[src/rtl/casc_up_counter.sv]
// Loadable, cascadable modulo-N binary up-counter slice with ripple carry,
// wrap pulse (registered or combinational) and a sticky out-of-range load flag.
module casc_up_counter #(
   parameter int WIDTH   = 4,
   parameter int MODULUS = 16,
   parameter bit TC_REG  = 1'b1
) (
   input  logic             clk,
   input  logic             rst,
   input  logic             clr_n,
   input  logic             load_n,
   input  logic [WIDTH-1:0] din,
   input  logic             enp,
   input  logic             ent,
   output logic [WIDTH-1:0] q,
   output logic             rco,
   output logic             wrap_pulse,
   output logic             load_err
);
   localparam logic [WIDTH-1:0] Q_MAX   = WIDTH'(MODULUS - 1);
   // One extra bit so MODULUS == 2**WIDTH is representable.
   localparam logic [WIDTH:0]   MOD_EXT = (WIDTH + 1)'(MODULUS);

   logic at_max;
   logic count_en;
   logic din_over;
   logic wrap_now;

   assign at_max   = (q == Q_MAX);
   assign count_en = enp & ent;
   assign din_over = ({1'b0, din} >= MOD_EXT);
   assign wrap_now = count_en & at_max & ~rst & clr_n & load_n;
   assign rco      = ent & at_max;

   always_ff @(posedge clk) begin
      if (rst) begin
         q        <= '0;
         load_err <= 1'b0;
      end else if (!clr_n) begin
         q <= '0;
      end else if (!load_n) begin
         if (din_over) begin
            q        <= Q_MAX;
            load_err <= 1'b1;
         end else begin
            q <= din;
         end
      end else if (count_en) begin
         q <= at_max ? '0 : q + WIDTH'(1);
      end
   end

   generate
      if (TC_REG) begin : g_wrap_reg
         logic wrap_q;
         always_ff @(posedge clk) begin
            if (rst) wrap_q <= 1'b0;
            else     wrap_q <= wrap_now;
         end
         assign wrap_pulse = wrap_q;
      end else begin : g_wrap_comb
         assign wrap_pulse = wrap_now;
      end
   endgenerate
endmodule

[config.mk]
export PLATFORM = sky130hd
export DESIGN_NAME = casc_up_counter
export DESIGN_NICKNAME = d
export VERILOG_FILES = /design/src/rtl/casc_up_counter.sv
export SDC_FILE = /design/constraint.sdc
export NUM_CORES = 1
export LEC_CHECK = 0
export CORE_AREA = 2 2 39 41
export DETAILED_ROUTE_END_ITERATION = 16
export DIE_AREA = 0 0 41 43
export PLACE_DENSITY_LB_ADDON = 0.1
export SLEW_MARGIN = 20
export SYNTH_ARGS = -nofsm -noshare
export SYNTH_HDL_FRONTEND = slang
export SYNTH_SLANG_ARGS = --single-unit
[constraint.sdc]
create_clock -name clk -period 1.3 [get_ports clk]
set_clock_uncertainty 0.05 [all_clocks]
set_input_delay 0.26 -clock clk [delete_from_list [all_inputs] [get_ports clk]]
set_output_delay 0.26 -clock clk [all_outputs]
set_load 0.02 [all_outputs]
# Word-level counts from Yosys, hierarchy flattened

Cells that the tools add are included.

Bits in registers: 5
Output and inout port bits: 7
Word-level logic and storage cells: 17

Reduce and logical (&&, ||, !) cells: 1
Equality and inequality tests: 2
Add/sub/neg operators: 1
Bitwise logic cells: 8
Multiplexer cells: 3

Operators with widths:

| cell                                           | number |
|---|---|
| two-way mux 4 bit                              | 3 |
| AND 1 bit                                      | 6 |
| adder 4 x 1 -> 4 bit (second input constant)   | 1 |
| equality test 4 bit (second input constant)    | 1 |
| != test 2 x 1 -> 1 bit (second input constant) | 1 |
| NOT 1 bit                                      | 2 |
| OR reduction 2 bit                             | 1 |

# Logic depth before layout (Yosys ltp)

Gate-level depths: netlist (run 1).

Depth in word-level cells: 5
Depth in mapped cells: 4

# Worst setup path after synthesis (run 1)

OpenSTA, ideal clock, no wires.

Kind: register to register
Start point: register q[0]
End point: register q[0]
Slack: -213 ps
Stages on the path, launching flop included: 5
Arrival time: 1375 ps
Data required time: 1162 ps
Setup time: 88 ps
Cell sequence: dfxtp_1 -> ha_1 -> and3_1 -> or3_1 -> a311oi_2

Word-level cells in the longest chain between the ends: 4

Ends and longest elaborated chain:

| item                                                        | line   | RTL |
|---|---|---|
| from (decl)                                                 | 15     | `output logic [WIDTH-1:0] q,` |
| from (signal assigned)                                      | 46     | `q <= din;` |
| from (signal assigned)                                      | 49     | `q <= at_max ? '0 : q + WIDTH'(1);` |
| adder 4 x 1 -> 4 bit or equality test 4 bit (tied branches) | 49, 29 |  |
| two-way mux 4 bit (*)                                       | 49     |  |
| two-way mux 4 bit (*)                                       | 48     | `end else if (count_en) begin` |
| two-way mux 4 bit (*)                                       | 41     | `end else if (!load_n) begin` |

Mark *: on every way between the ends. The rest lies on a longest branch, timed or not. The select of a mux whose other input is x is not followed.
A chain may end at the register's enable or synchronous reset.

# Worst setup path after layout (run 1)

Start point: register q[0]
End point: output rco

Word-level cells in the longest chain between the ends: 2

Ends and longest elaborated chain:

| item                | line | RTL |
|---|---|---|
| equality test 4 bit | 29   | `assign at_max = (q == Q_MAX);` |
| AND 1 bit           | 33   | `assign rco = ent & at_max;` |
| to (decl)           | 16   | `output logic rco,` |

Every way passes these cells.

==> results.md, run 1 <==
* Highest metal used: met4
* Area grow syn2layout at 109%
* Clock Latency Late Sink at 0.24 ns
* Pwr Total at 0.000445 W
* Grt total ovfl at 0
* I/O pin cnt at 17
* Avg WL per Cell at 10.3 um
* Netlist cell types at 21
* I/O Buffers at 15
* Cells after synthesis at 34
* Register-to-Register Setup Slack at -0.18 ns
* Global-route usage over all layers at 11.1%
* Leading area contributor after synthesis: dfxtp_1
* Status: complete, but fails checks
* Die height at 43 um
* Period utilization at 114%
* Fraction of layout cells with a size suffix above 1 at 45.3%
* Setup crit end kind: output pin
* Max stage delay cell, worst path: dfxtp_4
* Clock-pin slew on the worst setup and hold paths at 0.05 ns
* Critical Path Start: q[0]
* Drt via density at 4.43
* Antenna violations before repair at 0
* Std-Cell Rows at 14
* Number of global-route vias before repair at 288
* Post-layout nets at 76
* Violations in the final reports: negative setup slack
* Clock Sinks at 5
* Ys async rst share at 0%
* YS warnings at 0
* Largest net degree at the start of global routing at 9
* Max-slew violation count at 0
* Core area at 1380 um^2
* Vias at 354
* Cell Chain, Critical Path: ha_4, and3_4, and2_4, buf_6
* Number of buffers created by CTS at 3
* Post-synth net total at 45
* Worst VDD drop at 377 uV
* Post-Route WL at 824 um
* Mean Syn Cell Area at 8.32 um^2
* FMAX at 674 MHz
* Starting Density at 20.4%
* Ant. Diodes at 0
* Final Util at 42.7%
* Crit path kind: reg -> out
* Die ar. at 1760 um^2
* Routed wl met2 at 397 um
* Initial DRC count at 4
* Synthesis-stage register bit count at 5
* RR Startpoint: q[0]
* DRC at 0
* ANT nets after route at 0
* Worst hold stages at 4
* Crit path required time at 0.99 ns
* Number of fill cells at 147
* RSZ-0062 raised after global routing: yes
* Pleak at 0.258 nW
* Clk root buf: clkbuf_4
* Number of cells on the worst reg-to-reg path at 5
* Minimum clock period at 1.48 ns
* # H-tree levels at 1
* Die W at 41 um
* Final worst slack at -0.185 ns
* Ys flop type: dfxtp_1
* FF-to-FF End: q[0]
* Number of synthesized flops with an enable pin at 0
* Synth top cells by count: dfxtp_1, nand3_1, nand2_1, nor2_1, xor2_1
* Setup crit start kind: flop
* Area share of the largest cell type after synthesis at 35.4%
* Finish-stage setup viols at 3
* Power Dens Cells at 754 nW/um^2
* Synth top area cells: dfxtp_1, nand3_1, xor2_1
* Global-route wire length before repair at 1200 um
* Met3 Routed Length at 65 um
* Clock buffer depth at 2
* HP Class: in -> reg
* Final Hold Fails at 0
* Max cap viols at 0
* Post-Route M1 WL at 348 um
* Cts hold-fix bufs at 0
* Crit path DAT at 1.17 ns
* Drt pass-1 iters at 4
* Register area share after synthesis at 35.4%
* Worst path max stage delay at 0.35 ns
* End point of the critical path: rco
* DPL Wire Length at 660 um
* Placer Congestion at 0.787
* CTS tree: done
* CP Max Fanout at 2
* Cell area after synthesis at 283 um^2
==> metrics by stage <==
step,std cells,area (um^2),setup TNS [ns],worst slack [ns],hold slack (ns)
2_1_floorplan,34,312,-0.0624,-0.0624,0.370
3_3_place_gp,75,559,-1.60,-0.473,0.549
3_5_place_dp,75,559,-1.70,-0.486,0.551
4_1_cts,79,599,-0.402,-0.199,0.526
5_1_grt,80,591,-0.669,-0.245,0.427
6_report,80,591,-0.522,-0.185,0.419
==> what timing repair did <==
item,in CTS,in global routing
setup buffers,0,1
setup endpoints to repair,8,6
hold endpoints to repair,0,0
pin swaps,4,1
gates resized for setup,24,4
==> registers in the layout, indices dropped and copies added, names as in the netlist <==
register	flops
q	4
wrap_pulse	1
==> per-layer routing <==
metal  global-route usage [%]  up-vias
met5                        0        -
met4                     10.0        0
met3                     6.28        2
met1                     11.2      158
li1                         -      184
met2                     15.3       10
==> power breakdown <==
group	total, W	leakage (nW)	internal (W)	switching, W
clock	0.000183	0.0150	0.000116	0.0000671
sequential	0.000162	0.0422	0.000157	0.00000454
combinational	0.000100	0.201	0.0000577	0.0000423
total	0.000445	0.258	0.000331	0.000114
==> cells in the final DEF (no fill, tap or decap), drive strengths merged <==
cell type       n
a211oi          1
a311oi          2
a31oi           1
and2            1
and3            1
buf            18
clkbuf          4
clkdlybuf4s50   8
conb            1
dfxtp           5
dlygate4sd2     1
dlymetal6s2s    1
ha              1
nand2           3
nand2b          1
nand3           5
nor2            3
nor2b           1
nor3            1
o22ai           1
or3             2
xor2            2
==> cell families after synthesis <==
logic type | share of synthesized area (%)
other | 1.33
and+or+nand+nor | 32.7
DFF | 35.4
buffers and inverters | 4.42
xor gates and xnor gates | 6.20
adders and majority gates | 4.42
AOI/OAI and AO/OA | 15.5
==> how the worst min path moves through the flow <==
stage / startpoint / to / slack (ns)
after floorplan: din[1] / q[1] / 0.37
after global placement: q[3] / wrap_pulse / 0.55
after detailed placement: q[3] / wrap_pulse / 0.55
after CTS: din[1] / q[1] / 0.53
after global routing: ent / q[1] / 0.43
final: ent / q[1] / 0.42
==> worst max-delay path: cells and delay by family, from the launching register on <==
| family | cells | cell delay (ns) |
|---|---|---|
| adder cells (fa/ha/maj) | 1 | 0.15 |
| buffers and inverters | 1 | 0.12 |
| flip-flops | 1 | 0.35 |
| AND/OR/NAND/NOR | 2 | 0.31 |
==> final cells by class <==
type,count,area (um^2),area share [%]
timing repair buffer,28,238,40.3
clock buffer,4,26.3,4.45
sequential,5,108,18.2
multi-input combinational,27,199,33.7
tap,16,20.0,3.39
Note: power is estimated with default switching activity, not from simulation.
==> inputs of run 2 (changes only) <==
--- a/config.mk
+++ b/config.mk
@@ -9,6 +9,7 @@
 export DETAILED_ROUTE_END_ITERATION = 16
 export DIE_AREA = 0 0 41 43
 export PLACE_DENSITY_LB_ADDON = 0.1
+export SETUP_SLACK_MARGIN = 0.5
 export SLEW_MARGIN = 20
 export SYNTH_ARGS = -nofsm -noshare
 export SYNTH_HDL_FRONTEND = slang
==> run 2 against run 1 <==
Against the previous run: the flow still finishes with violations (negative setup slack); largest power group unchanged; largest cell class unchanged; total power increased by 8.0%; sequential cell count is the same; routed wire length up 28%; via count up 8.5%.
==> results.md, run 2 (synthesized netlist as in run 1, its figures left out) <==
* Placer Congestion at 0.782
* DRC at 0
* CTS tree: done
* Crit path DAT at 1.15 ns
* # H-tree levels at 1
* Number of fill cells at 132
* I/O pin cnt at 17
* Finished Cell Area at 738 um^2
* Area grow syn2layout at 161%
* Antenna violations before repair at 0
* Top reg by flops: q
* Most common cell after layout, fill and taps aside: buf_6
* Post-layout nets at 82
* Worst VDD drop at 229 uV
* Avg WL per Cell at 12.3 um
* Cell Chain, Critical Path: ha_4, and3_4, and2_4, buf_6
* Clock Latency Late Sink at 0.24 ns
* Crit path kind: reg -> out
* DPL Wire Length at 701 um
* Max cap viols at 0
* Std-Cell Rows at 14
* Power Dens Cells at 651 nW/um^2
* ANT nets after route at 0
* Clock-pin slew on the worst setup and hold paths at 0.05 ns
* Die W at 41 um
* Grt total ovfl at 0
* Fraction of layout cells with a size suffix above 1 at 67.1%
* Period utilization at 113%
* Drt pass-1 iters at 3
* Post-Route WL at 1060 um
* Clock Sinks at 5
* Setup crit start kind: flop
* Delay-heaviest family, CP: flip-flops
* Number of buffers created by CTS at 3
* Worst path max stage delay at 0.35 ns
* Most frequent cells in the layout: buf_6, buf_4, clkdlybuf4s50_1
* Drt via density at 4.47
* Core area at 1380 um^2
* Largest net degree at the start of global routing at 9
* Violations in the final reports: negative setup slack
* HP Class: in -> reg
* Finish-stage setup viols at 3
* Final Hold Fails at 0
* Number of global-route vias before repair at 381
* Vias at 384
* Max reg flops at 4
* Pleak at 0.305 nW
* Global-route usage over all layers at 14.0%
* I/O Buffers at 15
* Max stage delay cell, worst path: dfxtp_4
* Minimum clock period at 1.46 ns
* Status: complete, but fails checks
* Clk root buf: clkbuf_4
* Final Util at 53.3%
* Die height at 43 um
* Ant. Diodes at 0
* Final worst slack at -0.165 ns
* Cts hold-fix bufs at 0
* CP Max Fanout at 2
* Setup crit end kind: output pin
* Buf+Inv Stages, Crit Path at 1
* Starting Density at 20.4%
* Initial DRC count at 3
* Setup TNS at -0.312 ns
* Global-route wire length before repair at 1580 um
* Clock buffer depth at 2
* Max-slew violation count at 0
* RSZ-0062 raised after global routing: yes
* DP Area at 559 um^2
* Crit path required time at 0.99 ns
* FMAX at 683 MHz
* Die ar. at 1760 um^2
-- run 2: cell count changes in the layout (fill, tap and decap cells not counted), sizes merged --
| cell | previous run | this run |
|---|---|---|
| buf | 18 | 25 |
| clkdlybuf4s50 | 8 | 5 |
| dlygate4sd2 | 1 | 4 |
| dlymetal6s2s | 1 | 0 |
-- run 2: worst register-to-register path, delay by kind of cell, from the launching register on --
kind,cells,cell delay (ns)
adders and majority gates,1,0.16
AOI/OAI and AO/OA,1,0.19
DFF,1,0.35
buffers and inverters,1,0.13
and+or+nand+nor,2,0.47
-- run 2: through the flow --
stage	hold WS (ns)	instances	worst slack (ns)	power (W)
after floorplan	0.370	34	-0.0619	0.000204
after global placement	0.538	75	-0.474	0.000266
after detailed placement	0.556	75	-0.479	0.000269
after CTS	0.441	81	-0.182	0.000472
after global routing	0.464	86	-0.204	0.000520
final	0.452	86	-0.165	0.000481
-- run 2: path summary, 6_finish.rpt --
path | to | startpoint | cells after the start | slack, ns
setup reg to reg | q[0] | q[0] | 5 | -0.14
hold reg to reg | wrap_pulse | q[2] | 4 | 0.66
setup / recovery | rco | q[0] | 4 | -0.16
hold / removal | q[1] | enp | 3 | 0.45
-- run 2: layout make-up --
cell class | instances | area [um^2] | area share [%]
flip-flops and latches | 5 | 111 | 15.1
clock buffers | 4 | 26.3 | 3.56
repair buffers | 34 | 333 | 45.1
multi-input cells | 27 | 248 | 33.6
well taps | 16 | 20.0 | 2.71
-- run 2: per-layer routing --
layer  vias to the layer above  global-route usage, %  part of all wire [%]
met5                         -                      0                     0
met4                         0                   12.0                     0
met3                         0                   1.57                   4.7
met2                        13                   20.9                    54
met1                       176                   16.7                    41
li1                        195                      -                     -
-- run 2: power breakdown --
group | internal, W | switching (W) | total [W] | leakage, nW
logic | 0.0000794 | 0.0000552 | 0.000135 | 0.246
registers | 0.000158 | 0.00000490 | 0.000163 | 0.0436
clock network | 0.000116 | 0.0000672 | 0.000184 | 0.0150
-- run 2: what timing repair did --
action                                 CTS  global route
gates cloned                             0             0
buffers inserted                         2             5
setup endpoints to repair               11            11
endpoints found under the hold margin    0             0
resized for setup                       57             7
pin swaps                                6             6
